[src/rtl/alu_pkg.sv]
// Shared ALU definitions: operation codes, default datapath width and FSM state type.
// Used by the ALU control stage and by alu_iterative.
package alu_pkg;

  localparam int ALU_WIDTH = 32;

  localparam logic [3:0] OP_DIV = 4'b0000;
  localparam logic [3:0] OP_MUL = 4'b0001;
  localparam logic [3:0] OP_SUB = 4'b0010;
  localparam logic [3:0] OP_ADD = 4'b0011;
  localparam logic [3:0] OP_OR  = 4'b0100;
  localparam logic [3:0] OP_AND = 4'b0101;
  localparam logic [3:0] OP_LT  = 4'b0110;
  localparam logic [3:0] OP_LE  = 4'b0111;
  localparam logic [3:0] OP_GT  = 4'b1000;
  localparam logic [3:0] OP_GE  = 4'b1001;
  localparam logic [3:0] OP_EQ  = 4'b1010;
  localparam logic [3:0] OP_NE  = 4'b1011;

  typedef enum logic [1:0] {IDLE, MUL, DIV, DONE} alu_state_t;

endpackage

[src/rtl/muldiv_iter.sv]
// One-bit-per-step iteration datapath: unsigned shift-add multiply and restoring divide.
// {hi,lo} ends as the product (mult) or remainder/quotient (div) after WIDTH steps.
module muldiv_iter #(
  parameter int WIDTH = 32
) (
  input  logic             clk,
  input  logic             load,
  input  logic             step,
  input  logic             is_div,
  input  logic [WIDTH-1:0] a,
  input  logic [WIDTH-1:0] b,
  output logic [WIDTH-1:0] hi_next,
  output logic [WIDTH-1:0] lo_next
);

  logic [WIDTH-1:0] hi;
  logic [WIDTH-1:0] lo;
  logic [WIDTH-1:0] m;
  logic [WIDTH:0]   sum;
  logic [WIDTH:0]   shifted;
  logic [WIDTH:0]   diff;

  always_comb begin
    sum     = {1'b0, hi} + {1'b0, m};
    shifted = {hi, lo[WIDTH-1]};
    diff    = shifted - {1'b0, m};
    if (is_div) begin
      // Restoring step: keep the trial subtraction only when it does not go negative.
      if (shifted >= {1'b0, m}) begin
        hi_next = diff[WIDTH-1:0];
        lo_next = {lo[WIDTH-2:0], 1'b1};
      end else begin
        hi_next = shifted[WIDTH-1:0];
        lo_next = {lo[WIDTH-2:0], 1'b0};
      end
    end else if (lo[0]) begin
      hi_next = sum[WIDTH:1];
      lo_next = {sum[0], lo[WIDTH-1:1]};
    end else begin
      hi_next = {1'b0, hi[WIDTH-1:1]};
      lo_next = {hi[0], lo[WIDTH-1:1]};
    end
  end

  always_ff @(posedge clk) begin
    if (load) begin
      hi <= '0;
      lo <= a;
      m  <= b;
    end else if (step) begin
      hi <= hi_next;
      lo <= lo_next;
    end
  end

endmodule

[src/rtl/alu_iterative.sv]
// Iterative ALU: single-cycle logic/arith/compare ops plus WIDTH-cycle multiply and divide,
// sequenced by an IDLE/MUL/DIV/DONE FSM with a one-cycle Done pulse.
module alu_iterative
  import alu_pkg::*;
#(
  parameter int WIDTH = ALU_WIDTH
) (
  input  logic             Clk,
  input  logic             Rst_n,
  input  logic             Start,
  input  logic [3:0]       ALU_Control,
  input  logic [WIDTH-1:0] A,
  input  logic [WIDTH-1:0] B,
  output logic [WIDTH-1:0] Result,
  output logic [WIDTH-1:0] Result_Hi,
  output logic             Zero,
  output logic             Busy,
  output logic             Done,
  output logic             Div_Zero,
  output logic             Invalid
);

  localparam int CNT_W = $clog2(WIDTH);
  localparam logic [CNT_W-1:0] LAST_STEP = CNT_W'(WIDTH - 1);

  alu_state_t        state, state_next;
  logic [CNT_W-1:0]  cnt, cnt_next;
  logic              md_load, md_step;
  logic [WIDTH-1:0]  md_hi, md_lo;
  logic [WIDTH-1:0]  sc_result;
  logic              sc_valid;
  logic signed [WIDTH-1:0] sa, sb;
  logic [WIDTH-1:0]  res_next, res_hi_next;
  logic              zero_next, dz_next, inv_next;

  function automatic logic [WIDTH-1:0] flag_word(input logic f);
    return {{(WIDTH-1){1'b0}}, f};
  endfunction

  assign sa = A;
  assign sb = B;

  always_comb begin
    sc_valid  = 1'b1;
    sc_result = '0;
    case (ALU_Control)
      OP_SUB:  sc_result = A - B;
      OP_ADD:  sc_result = A + B;
      OP_OR:   sc_result = A | B;
      OP_AND:  sc_result = A & B;
      OP_LT:   sc_result = flag_word(sa <  sb);
      OP_LE:   sc_result = flag_word(sa <= sb);
      OP_GT:   sc_result = flag_word(sa >  sb);
      OP_GE:   sc_result = flag_word(sa >= sb);
      OP_EQ:   sc_result = flag_word(sa == sb);
      OP_NE:   sc_result = flag_word(sa != sb);
      default: sc_valid  = 1'b0;
    endcase
  end

  muldiv_iter #(.WIDTH(WIDTH)) u_muldiv (
    .clk     (Clk),
    .load    (md_load),
    .step    (md_step),
    .is_div  (state == DIV),
    .a       (A),
    .b       (B),
    .hi_next (md_hi),
    .lo_next (md_lo)
  );

  always_comb begin
    state_next  = state;
    cnt_next    = cnt;
    md_load     = 1'b0;
    md_step     = 1'b0;
    res_next    = Result;
    res_hi_next = Result_Hi;
    zero_next   = Zero;
    dz_next     = Div_Zero;
    inv_next    = Invalid;
    Busy        = 1'b0;
    Done        = 1'b0;
    case (state)
      IDLE: begin
        if (Start) begin
          dz_next  = 1'b0;
          inv_next = 1'b0;
          if (ALU_Control == OP_MUL || (ALU_Control == OP_DIV && B != '0)) begin
            md_load    = 1'b1;
            cnt_next   = '0;
            state_next = (ALU_Control == OP_MUL) ? MUL : DIV;
          end else if (ALU_Control == OP_DIV) begin
            res_next    = '1;
            res_hi_next = A;
            zero_next   = 1'b0;
            dz_next     = 1'b1;
            state_next  = DONE;
          end else begin
            res_next    = sc_valid ? sc_result : '0;
            res_hi_next = '0;
            zero_next   = (res_next == '0);
            inv_next    = ~sc_valid;
            state_next  = DONE;
          end
        end
      end
      MUL, DIV: begin
        Busy     = 1'b1;
        md_step  = 1'b1;
        cnt_next = cnt + CNT_W'(1);
        // The final step's outputs are captured straight from the datapath.
        if (cnt == LAST_STEP) begin
          res_next    = md_lo;
          res_hi_next = md_hi;
          zero_next   = (md_lo == '0);
          state_next  = DONE;
        end
      end
      DONE: begin
        Done       = 1'b1;
        state_next = IDLE;
      end
      default: state_next = IDLE;
    endcase
  end

  always_ff @(posedge Clk or negedge Rst_n) begin
    if (!Rst_n) begin
      state <= IDLE;
      cnt   <= '0;
    end else begin
      state <= state_next;
      cnt   <= cnt_next;
    end
  end

  always_ff @(posedge Clk or negedge Rst_n) begin
    if (!Rst_n) begin
      Result    <= '0;
      Result_Hi <= '0;
      Zero      <= 1'b0;
      Div_Zero  <= 1'b0;
      Invalid   <= 1'b0;
    end else begin
      Result    <= res_next;
      Result_Hi <= res_hi_next;
      Zero      <= zero_next;
      Div_Zero  <= dz_next;
      Invalid   <= inv_next;
    end
  end

endmodule

[config.mk]
export PLATFORM = sky130hd
export DESIGN_NAME = alu_iterative
export DESIGN_NICKNAME = d
export VERILOG_FILES = /design/src/rtl/alu_pkg.sv /design/src/rtl/muldiv_iter.sv /design/src/rtl/alu_iterative.sv
export SDC_FILE = /design/constraint.sdc
export NUM_CORES = 1
export LEC_CHECK = 0
export ABC_AREA = 1
export BUFFER_PORTS_ARGS = -buffer_cell sky130_fd_sc_hd__buf_2
export CAP_MARGIN = 20
export CORE_MARGIN = 2
export CORE_UTILIZATION = 40
export CTS_CLUSTER_DIAMETER = 30
export CTS_CLUSTER_SIZE = 8
export DETAILED_ROUTE_END_ITERATION = 10
export PLACE_DENSITY = 0.66
export SLEW_MARGIN = 5
export SYNTH_ARGS = -nofsm -noshare
export SYNTH_HDL_FRONTEND = slang
export SYNTH_SLANG_ARGS = --single-unit
[constraint.sdc]
create_clock -name Clk -period 2.4 [get_ports Clk]
set_clock_uncertainty 0.05 [all_clocks]
set_input_delay 0.48 -clock Clk [delete_from_list [all_inputs] [get_ports Clk]]
set_output_delay 0.48 -clock Clk [all_outputs]
set_load 0.02 [all_outputs]
After elaboration in Yosys (flattened, before gate mapping)
Index checks and enable logic that the tools add are counted.
{"block": "totals", "regBits": 170, "input_bits": 71, "out_inout_bits": 69, "wordCells": 102}
{"block": "op_classes", "n_addsub": 5, "magnitude_cmp": 5, "eq_ne": 21, "mux": 43, "bitwise_logic": 3, "reduce_logical": 15}
{"cell": "$mux W32", "count": 16}
{"cell": "$pmux W32 S10", "count": 1}
{"cell": "$pmux W32 S2", "count": 2}
{"cell": "$logic_not A32 Y1", "count": 2}
{"cell": "$sub A32 B32 Y32", "count": 2}
{"cell": "$add A32 B32 Y33", "count": 1}
{"cell": "$ge A33 B32 Y1", "count": 1}
{"cell": "$add A32 B32 Y32", "count": 1}
{"cell": "$and A32 B32 Y32", "count": 1}
{"cell": "$eq A32 B32 Y1", "count": 1}
{"cell": "$ge A32 B32 Y1", "count": 1}
{"cell": "$gt A32 B32 Y1", "count": 1}
{"cell": "$le A32 B32 Y1", "count": 1}
{"cell": "$lt A32 B32 Y1", "count": 1}
{"cell": "$ne A32 B32 Y1", "count": 1}
{"cell": "$or A32 B32 Y32", "count": 1}
{"cell": "$reduce_bool A32 Y1", "count": 1}
{"cell": "$eq A4 B3 Y1 const B", "count": 4}
{"cell": "$eq A4 B4 Y1 const B", "count": 4}
{"cell": "$mux W1", "count": 15}
{"cell": "$mux W5", "count": 2}
{"cell": "$pmux W5 S2", "count": 1}
{"cell": "$reduce_or A10 Y1", "count": 1}
{"cell": "$eq A4 B2 Y1 const B", "count": 2}
{"cell": "other kinds (19)", "count": 28}

Logic depth before layout (Yosys ltp)
Gate-level depths: netlist of run 1.
{"block": "depth", "ltp_word": 9, "depth_mapped": 23}

Hierarchy
Synthesis of run 1 repeated with hierarchy kept, for this count alone.
{"block": "unflattened", "hier_cells": 3355, "area_unflattened_um2": 19748.9}
{"mod": "alu_iterative", "n_inst": 1, "cells_each": 1707, "area_each_um2": 10010.9, "seq_area_each_um2": 1851.8}
{"mod": "muldiv_iter", "n_inst": 1, "cells_each": 1648, "area_each_um2": 9738.1, "seq_area_each_um2": 2562.5}

Worst setup path after synthesis of run 1
Ideal clock, no wire load.
{"block": "synth_path", "path_kind": "input to register", "from": "input ALU_Control[3]", "to": "register u_muldiv.m[0] (enable)", "t_arrival_ps": 2433, "path_slack_ps": -492, "cell_stages": 8, "path_buffers": 1, "cell_sequence": "inv_1 -> nand2_1 -> nor2_1 -> o21ai_1 -> inv_1 -> nor2_1 -> nor2_2 -> clkbuf_1"}
{"block": "synth_between", "elab_chain_cells": 6, "word_cells_on_any_way": 7}
{"item": "start: declaration", "line": "alu_iterative.sv:11", "rtl": "input logic [3:0] ALU_Control,"}
{"item": "$logic_not A4 Y1", "line": "alu_iterative.sv:89", "rtl": "if (ALU_Control == OP_MUL || (ALU_Control == OP_DIV && B != '0)) begin"}
{"item": "$logic_and A1 B1 Y1", "line": "alu_iterative.sv:89"}
{"item": "$logic_or A1 B1 Y1 *", "line": "alu_iterative.sv:89"}
{"item": "$mux W1 *", "line": "alu_iterative.sv:89"}
{"item": "$mux W1 *", "line": "alu_iterative.sv:86", "rtl": "if (Start) begin"}
{"item": "$mux W1 *", "line": "alu_iterative.sv:84", "rtl": "case (state)"}
{"item": "via md_load", "line": "alu_iterative.sv:28", "rtl": "logic md_load, md_step;"}
{"item": "end signal: assignment", "line": "muldiv_iter.sv:49", "rtl": "m <= b;"}
{"item": "end: declaration", "line": "muldiv_iter.sv:18", "rtl": "logic [WIDTH-1:0] m;"}
The timed path passes the listed nets; every way through them passes the cells marked *.
A chain may end at the register's enable or synchronous reset.

Final worst setup path of run 1
{"block": "layout_path", "from": "register u_muldiv.m[15]", "to": "register Result_Hi[31]"}
{"block": "layout_between", "elab_chain_cells": 5, "word_cells_on_any_way": 8}
{"item": "$add A32 B32 Y33, or another cell as far along", "line": "muldiv_iter.sv:24", "rtl": "sum = {1'b0, hi} + {1'b0, m};"}
{"item": "$mux W32 (on tied branches)", "line": "muldiv_iter.sv:36, muldiv_iter.sv:29"}
{"item": "$mux W32 *", "line": "muldiv_iter.sv:27", "rtl": "if (is_div) begin"}
{"item": "$mux W32 *", "line": "alu_iterative.sv:113", "rtl": "if (cnt == LAST_STEP) begin"}
{"item": "$pmux W32 S2 *", "line": "alu_iterative.sv:84"}
{"item": "end signal: assignment", "line": "alu_iterative.sv:147", "rtl": "Result_Hi <= res_hi_next;"}
{"item": "end: declaration", "line": "alu_iterative.sv:15", "rtl": "output logic [WIDTH-1:0] Result_Hi,"}
Every way passes the cells marked *; elsewhere a longest branch is shown, timed or not. The select of a mux whose other input is x is not followed.

==> metrics, run 1 <==
status finished, violations left; failing checks setup timing; leakage 15.1 nW; Final ANT Viol Nets 0; Mapped Cells 2796; Setup WS pre-CTS -1.15 ns; first-pass GRT wire length 133000 microns; fill count 3617; dpl cells 4202; DRC 0; dominant cell type by area after synthesis nand2_1; Longest Clk Path Bufs 2; Post-DP HPWL 71700 microns; syn nets 3036; Non-Filler Instances 4331; PnR Total Power 0.0374 W; clk slew on worst S/H paths 0.08 ns; Post-Synth Adder-Cell Area 0.119; core area 0.0442 sq mm; Worst slew margin 0.544; first-pass iteration count of the detailed router 6; clk_lat worst skew 0.45 ns; final net count 3966; Synth area leaders nand2_1 15%, ha_1 11%, edfxtp_1 11%; total wire length 92700 microns; WS Path Type reg -> reg; die area 0.0466 sq mm; row count 77; worst IR drop on VDD 1.01 mV; Area Overhead vs Synth 72.5%; number of distinct library cells after synthesis 61; Primary FF master, synth dfrtp_1; number of flops mapped to enable cells by yosys 64; CTS Root Cell clkbuf_16; register area share after synthesis 0.246; Sink Count 170; largest family of logic cells by synthesized area simple AND/OR/NAND/NOR gates; GRT Total Usage 0.375; initial antenna violation count 1; Final WS setup -0.392 ns; RePlAce Congestion 1.02; largest net degree at the start of global routing 44; H-tree levels 4; Worst EP required 2.74 ns; number of global-route vias before repair 22800; Final setup viols 100; layout cell share with drive strength beyond 1 0.491; Via Count 23900; final core occ 0.700; Avg WL per Cell 21.4 microns; Synth Area in XOR/XNOR 0.0239; CTS tree built; DRT iter0 DRCs 2104; setup TNS -19.76 ns; initial core utilization 0.406; Commonest cells post-synth 721 x nand2_1, 367 x inv_1, 273 x nor2_1, 222 x a21oi_1, 213 x nand3_1; crit start category flop; Setup crit end kind flop; number of diodes 0; Slew @ Worst Pin 0.679 ns; port buffer count 139; CP max FO 4; maxcap violations 0; global route overflow 0; YS warnings 0; hold crit path type in -> reg; Yosys top cell area share 0.151; final hold vios 0; Final period util 1.16; Ports 140; Synth Cell Area 0.0180 sq mm; pins over their slew limit 0; Final Critical Period 2.79 ns; f_max 358 MHz; Avg Vias per Cell 5.52; data arrival time of the critical path 3.13 ns; top-count cell post-synth nand2_1; die height 216 microns; PD cells 1210 mW/mm^2; CTS Buf Count 17; flops & latches, synth 170; mux cell area share after synthesis 0; Die Wd 216 microns; ys async rst share 0.435; RSZ-0062 raised after global routing yes; mean area per synthesized cell 6.42 sq um; Synth Area in Simple Gates 0.332; Synth Area in Compound Gates 0.175
[flip-flops by register name (all words and copies together) (netlist names)]
signal and flops:
Result 32, Result_Hi 32, u_muldiv.hi 32, u_muldiv.lo 32, u_muldiv.m 32, cnt 5, state 2, Div_Zero 1
Invalid 1, Zero 1
[report_power, final]
part | leakage [nW] | total [W] | internal, W | switching, W
combinational | 13.0 | 0.0288 | 0.0123 | 0.0165
clock | 0.295 | 0.00293 | 0.00158 | 0.00135
sequential | 1.78 | 0.00568 | 0.00461 | 0.00107
[metrics by stage]
stage | hold slack [ns] | cell area [sq um]
finish | 0.298 | 31000
global route | 0.290 | 31000
CTS | 0.280 | 27700
detailed placement | 0.419 | 25100
global placement | 0.419 | 25100
floorplan | 0.134 | 18000
[metal layers]
layer	GRT usage	vias up	routed length, microns
met4	0.126	0	4470
met2	0.652	1109	44400
met1	0.479	11500	37300
li1	-	11100	-
met5	0	-	0
met3	0.0471	231	6420
[worst max-delay path: stages (launching register included)]
cell,delay [ns]
edfxtp_1,0.46
buf_6,0.16
ha_4,0.28
buf_6,0.10
nand4_1,0.17
nor3_4,0.26
nand3_4,0.10
nand3_4,0.12
a21o_1,0.20
nand2_2,0.09
nand2_2,0.08
nand2_2,0.05
nand2_1,0.05
nand2_1,0.07
a21oi_2,0.19
nand3_2,0.14
a21oi_2,0.16
[cell type report]
cell class / instances / area [sq um] / share of cell area
Inverter: 377 / 1470 / 0.0475
Multi-Input combinational cell: 2152 / 15600 / 0.504
Tap cell: 592 / 741 / 0.0239
Clock buffer: 17 / 425 / 0.0137
Sequential cell: 170 / 4420 / 0.143
Timing Repair Buffer: 1008 / 8130 / 0.262
Clock inverter: 15 / 178 / 0.00574
[placed cells by master (no fill, tap or decap), drive strengths merged, types with 2 or more instances in the layout]
cell and n:
nand4 56, clkinv 6, a21oi 237, o221ai 13
dfrtp 74, nor2 278, ha 165, a21o 14
o21a 5, bufbuf 2, nand3b 14, dfxtp 32
nand2 747, nor4 14, o21bai 18, bufinv 2
or2 4, a211oi 3, nand3 223, a21boi 3
buf 1003, nor3 41, fa 4, o21ai 209
o211ai 11, inv 382, edfxtp 64, clkbuf 19
xor2 30, xnor2 19, o22ai 33, clkinvlp 2
a31oi 4
[final timing paths]
| kind | to | slack, ns | startpoint | cells past startpoint |
|---|---|---|---|---|
| max in group asynchronous | Result[20]$_DFFE_PN0P_ | 1.16 | Rst_n | 3 |
| min reg2reg | Result[6]$_DFFE_PN0P_ | 0.44 | Result[6]$_DFFE_PN0P_ | 2 |
| min | u_muldiv.m[30]$_DFFE_PP_ | 0.30 | B[30] | 2 |
| max reg2reg | Result_Hi[31]$_DFFE_PN0P_ | -0.39 | u_muldiv.m[15]$_DFFE_PP_ | 16 |
| max | Result_Hi[31]$_DFFE_PN0P_ | -0.39 | u_muldiv.m[15]$_DFFE_PP_ | 16 |
| min in group asynchronous | Result[6]$_DFFE_PN0P_ | 0.54 | Rst_n | 2 |
[repair_timing]
action	in CTS	in global routing
gates resized for setup	399	721
endpoints found under the hold margin	3	0
pin swaps	102	279
hold buffers	1	0
setup buffers	32	62
gates cloned	5	2
setup endpoints to repair	199	131
[kinds of logic after synthesis]
kind of cell | after synthesis
AOI/OAI and AO/OA | 554
buffers and inverters | 477
xor gates and xnor gates | 49
DFF | 170
and+or+nand+nor | 1377
adders and majority gates | 169
(Power assumes the default switching activity.)
==> inputs of run 2 (changes only) <==
==> constraint.sdc (replaced) <==
create_clock -name Clk -period 2.4 [get_ports Clk]
set_clock_uncertainty 0.05 [all_clocks]
set_input_delay 0.48 -clock Clk [delete_from_list [all_inputs] [get_ports Clk]]
set_output_delay 0.48 -clock Clk [all_outputs]
set_load 0.1 [all_outputs]
==> metrics, run 2 (synthesis results as in run 1) <==
worst hold slack 0.285 ns; Worst EP required 2.65 ns; Comb power frac 0.792; Final ANT Viol Nets 0; status finished, violations left; die area 0.0466 sq mm; CTS tree built; Die Wd 216 microns; maxcap violations 0; number of diodes 0; total wire length 90100 microns; layout cell share with drive strength beyond 1 0.459; Switching Fraction 0.544; crit start category flop; setup TNS -23.19 ns; Longest Clk Path Bufs 2; initial antenna violation count 0; Final period util 1.19; final net count 3966; fill count 3479; hold crit path type in -> reg; worst IR drop on VDD 1.01 mV; Post-DP HPWL 67300 microns; Avg WL per Cell 20.8 microns; Sink Count 170; CP max FO 7; pins over their slew limit 0; net load switching power 0.0223 W; largest net degree at the start of global routing 58; Area Overhead vs Synth 67.4%; Final Critical Period 2.86 ns; Final WS setup -0.462 ns; Hold Crit Depth 2; RSZ-0062 raised after global routing yes; port buffer count 139; Non-Filler Instances 4331; H-tree levels 4; DRC 0; Final setup viols 72; Worst slew margin 0.553; PnR Total Power 0.0409 W; P_int 0.0187 W; dpl cells 4191; final hold vios 0; data arrival time of the critical path 3.12 ns; PD cells 1360 mW/mm^2; Slew @ Worst Pin 0.670 ns; DRT iter0 DRCs 2809; worst r2r path cells 17; commonest non-fill, non-tap cells in the layout 795 x buf_4, 586 x nand2_1, 289 x inv_1; register area 0.00442 sq mm; f_max 349 MHz; initial core utilization 0.406; core area 0.0442 sq mm; GRT Total Usage 0.358; Ports 140; area occupied by multi-input gates 0.0149 sq mm; Setup crit end kind flop; die height 216 microns; Seq pwr share 0.137; Avg Vias per Cell 5.64; leakage 14.7 nW; CTS Buf Count 17; commonest non-fill, non-tap cell in the layout buf_4; clock power share 0.071; clk_lat worst skew 0.46 ns; global route overflow 0; CTS Root Cell clkbuf_16; final core occ 0.680; clk slew on worst S/H paths 0.08 ns; first-pass iteration count of the detailed router 5; row count 77; failing checks setup timing; Via Count 24400; number of global-route vias before repair 23700; WS Path Type reg -> reg; first-pass GRT wire length 129000 microns; RePlAce Congestion 1.08
-- run 2: cell types whose count changed in the layout (fill, tap and decap cells not counted), sizes merged, moves of 2 or more --
cell	change
clkbuf	+2
clkinvlp	+2
buf	+2
clkinv	+2
inv	-4
-- run 2: path summary, 6_finish.rpt --
kind                                                     end  slack [ns]                    start
worst max-delay path            u_muldiv.hi[13]$_SDFFE_PP0N_       -0.46  u_muldiv.m[2]$_DFFE_PP_
max in group asynchronous               state[1]$_DFFE_PN0P_        1.26                    Rst_n
min in group asynchronous             Result[29]$_DFFE_PN0P_        0.46                    Rst_n
worst min register to register        Result[24]$_DFFE_PN0P_        0.43   Result[24]$_DFFE_PN0P_
worst max register to register  u_muldiv.hi[13]$_SDFFE_PP0N_       -0.46  u_muldiv.m[2]$_DFFE_PP_
worst min-delay path                 u_muldiv.m[2]$_DFFE_PP_        0.29                     B[2]
-- run 2: routing by layer --
layer | vias up | wire [microns] | part of all wire | track usage
met2 | 1451 | 42300 | 0.47 | 0.609
met4 | 0 | 6670 | 0.074 | 0.217
li1 | 11100 | - | - | -
met5 | - | 0 | 0 | 0
met1 | 11500 | 34200 | 0.38 | 0.432
met3 | 413 | 7000 | 0.078 | 0.0441
-- run 2: cell type report --
type                    instances  area share
flip-flops and latches        170       0.147
multi-input cells            2150       0.494
clock inverters                14     0.00504
inverters                     377      0.0478
well taps                     592      0.0246
repair buffers               1010       0.266
clock buffers                  18      0.0150
-- run 2: power by group through the flow --
stage | logic (W) | clock network [W] | registers [W]
finish | 0.0324 | 0.00290 | 0.00559
detailed placement | 0.0259 | 0 | 0.00549
global placement | 0.0254 | 0 | 0.00545
CTS | 0.0285 | 0.00290 | 0.00551
floorplan | 0.0116 | 0 | 0.00925
global route | 0.0342 | 0.00301 | 0.00566
-- run 2: what timing repair did --
action / in CTS / in global routing
pin swaps: 110 / 156
setup buffers: 56 / 51
cloned: 3 / 3
endpoints found under the hold margin: 26 / 0
gates resized for setup: 415 / 451
endpoints found under the setup margin: 92 / 156
hold buffers: 1 / 0
-- run 2: metrics by stage --
step           worst slack, ns  instance area (sq um)
6_report                -0.462                  30100
3_5_place_dp             -1.09                  25100
5_1_grt                 -0.550                  30100
2_1_floorplan           -0.112                  18000
4_1_cts                 -0.310                  28000
3_3_place_gp             -1.10                  25100
-- run 2: critical path: stages, from the launching register on --
cell and delay, ns:
edfxtp_1 0.43, inv_2 0.11, ha_4 0.22, a21oi_2 0.18, nand2_2 0.12, nand2_1 0.09, nand2_2 0.08, a21oi_4 0.20
nand3b_4 0.19, nand2_4 0.07, nand2_8 0.08, buf_12 0.14, nand2_8 0.11, buf_6 0.15, nand3_1 0.12, nand3_1 0.13
nand2_2 0.13, o22ai_1 0.10
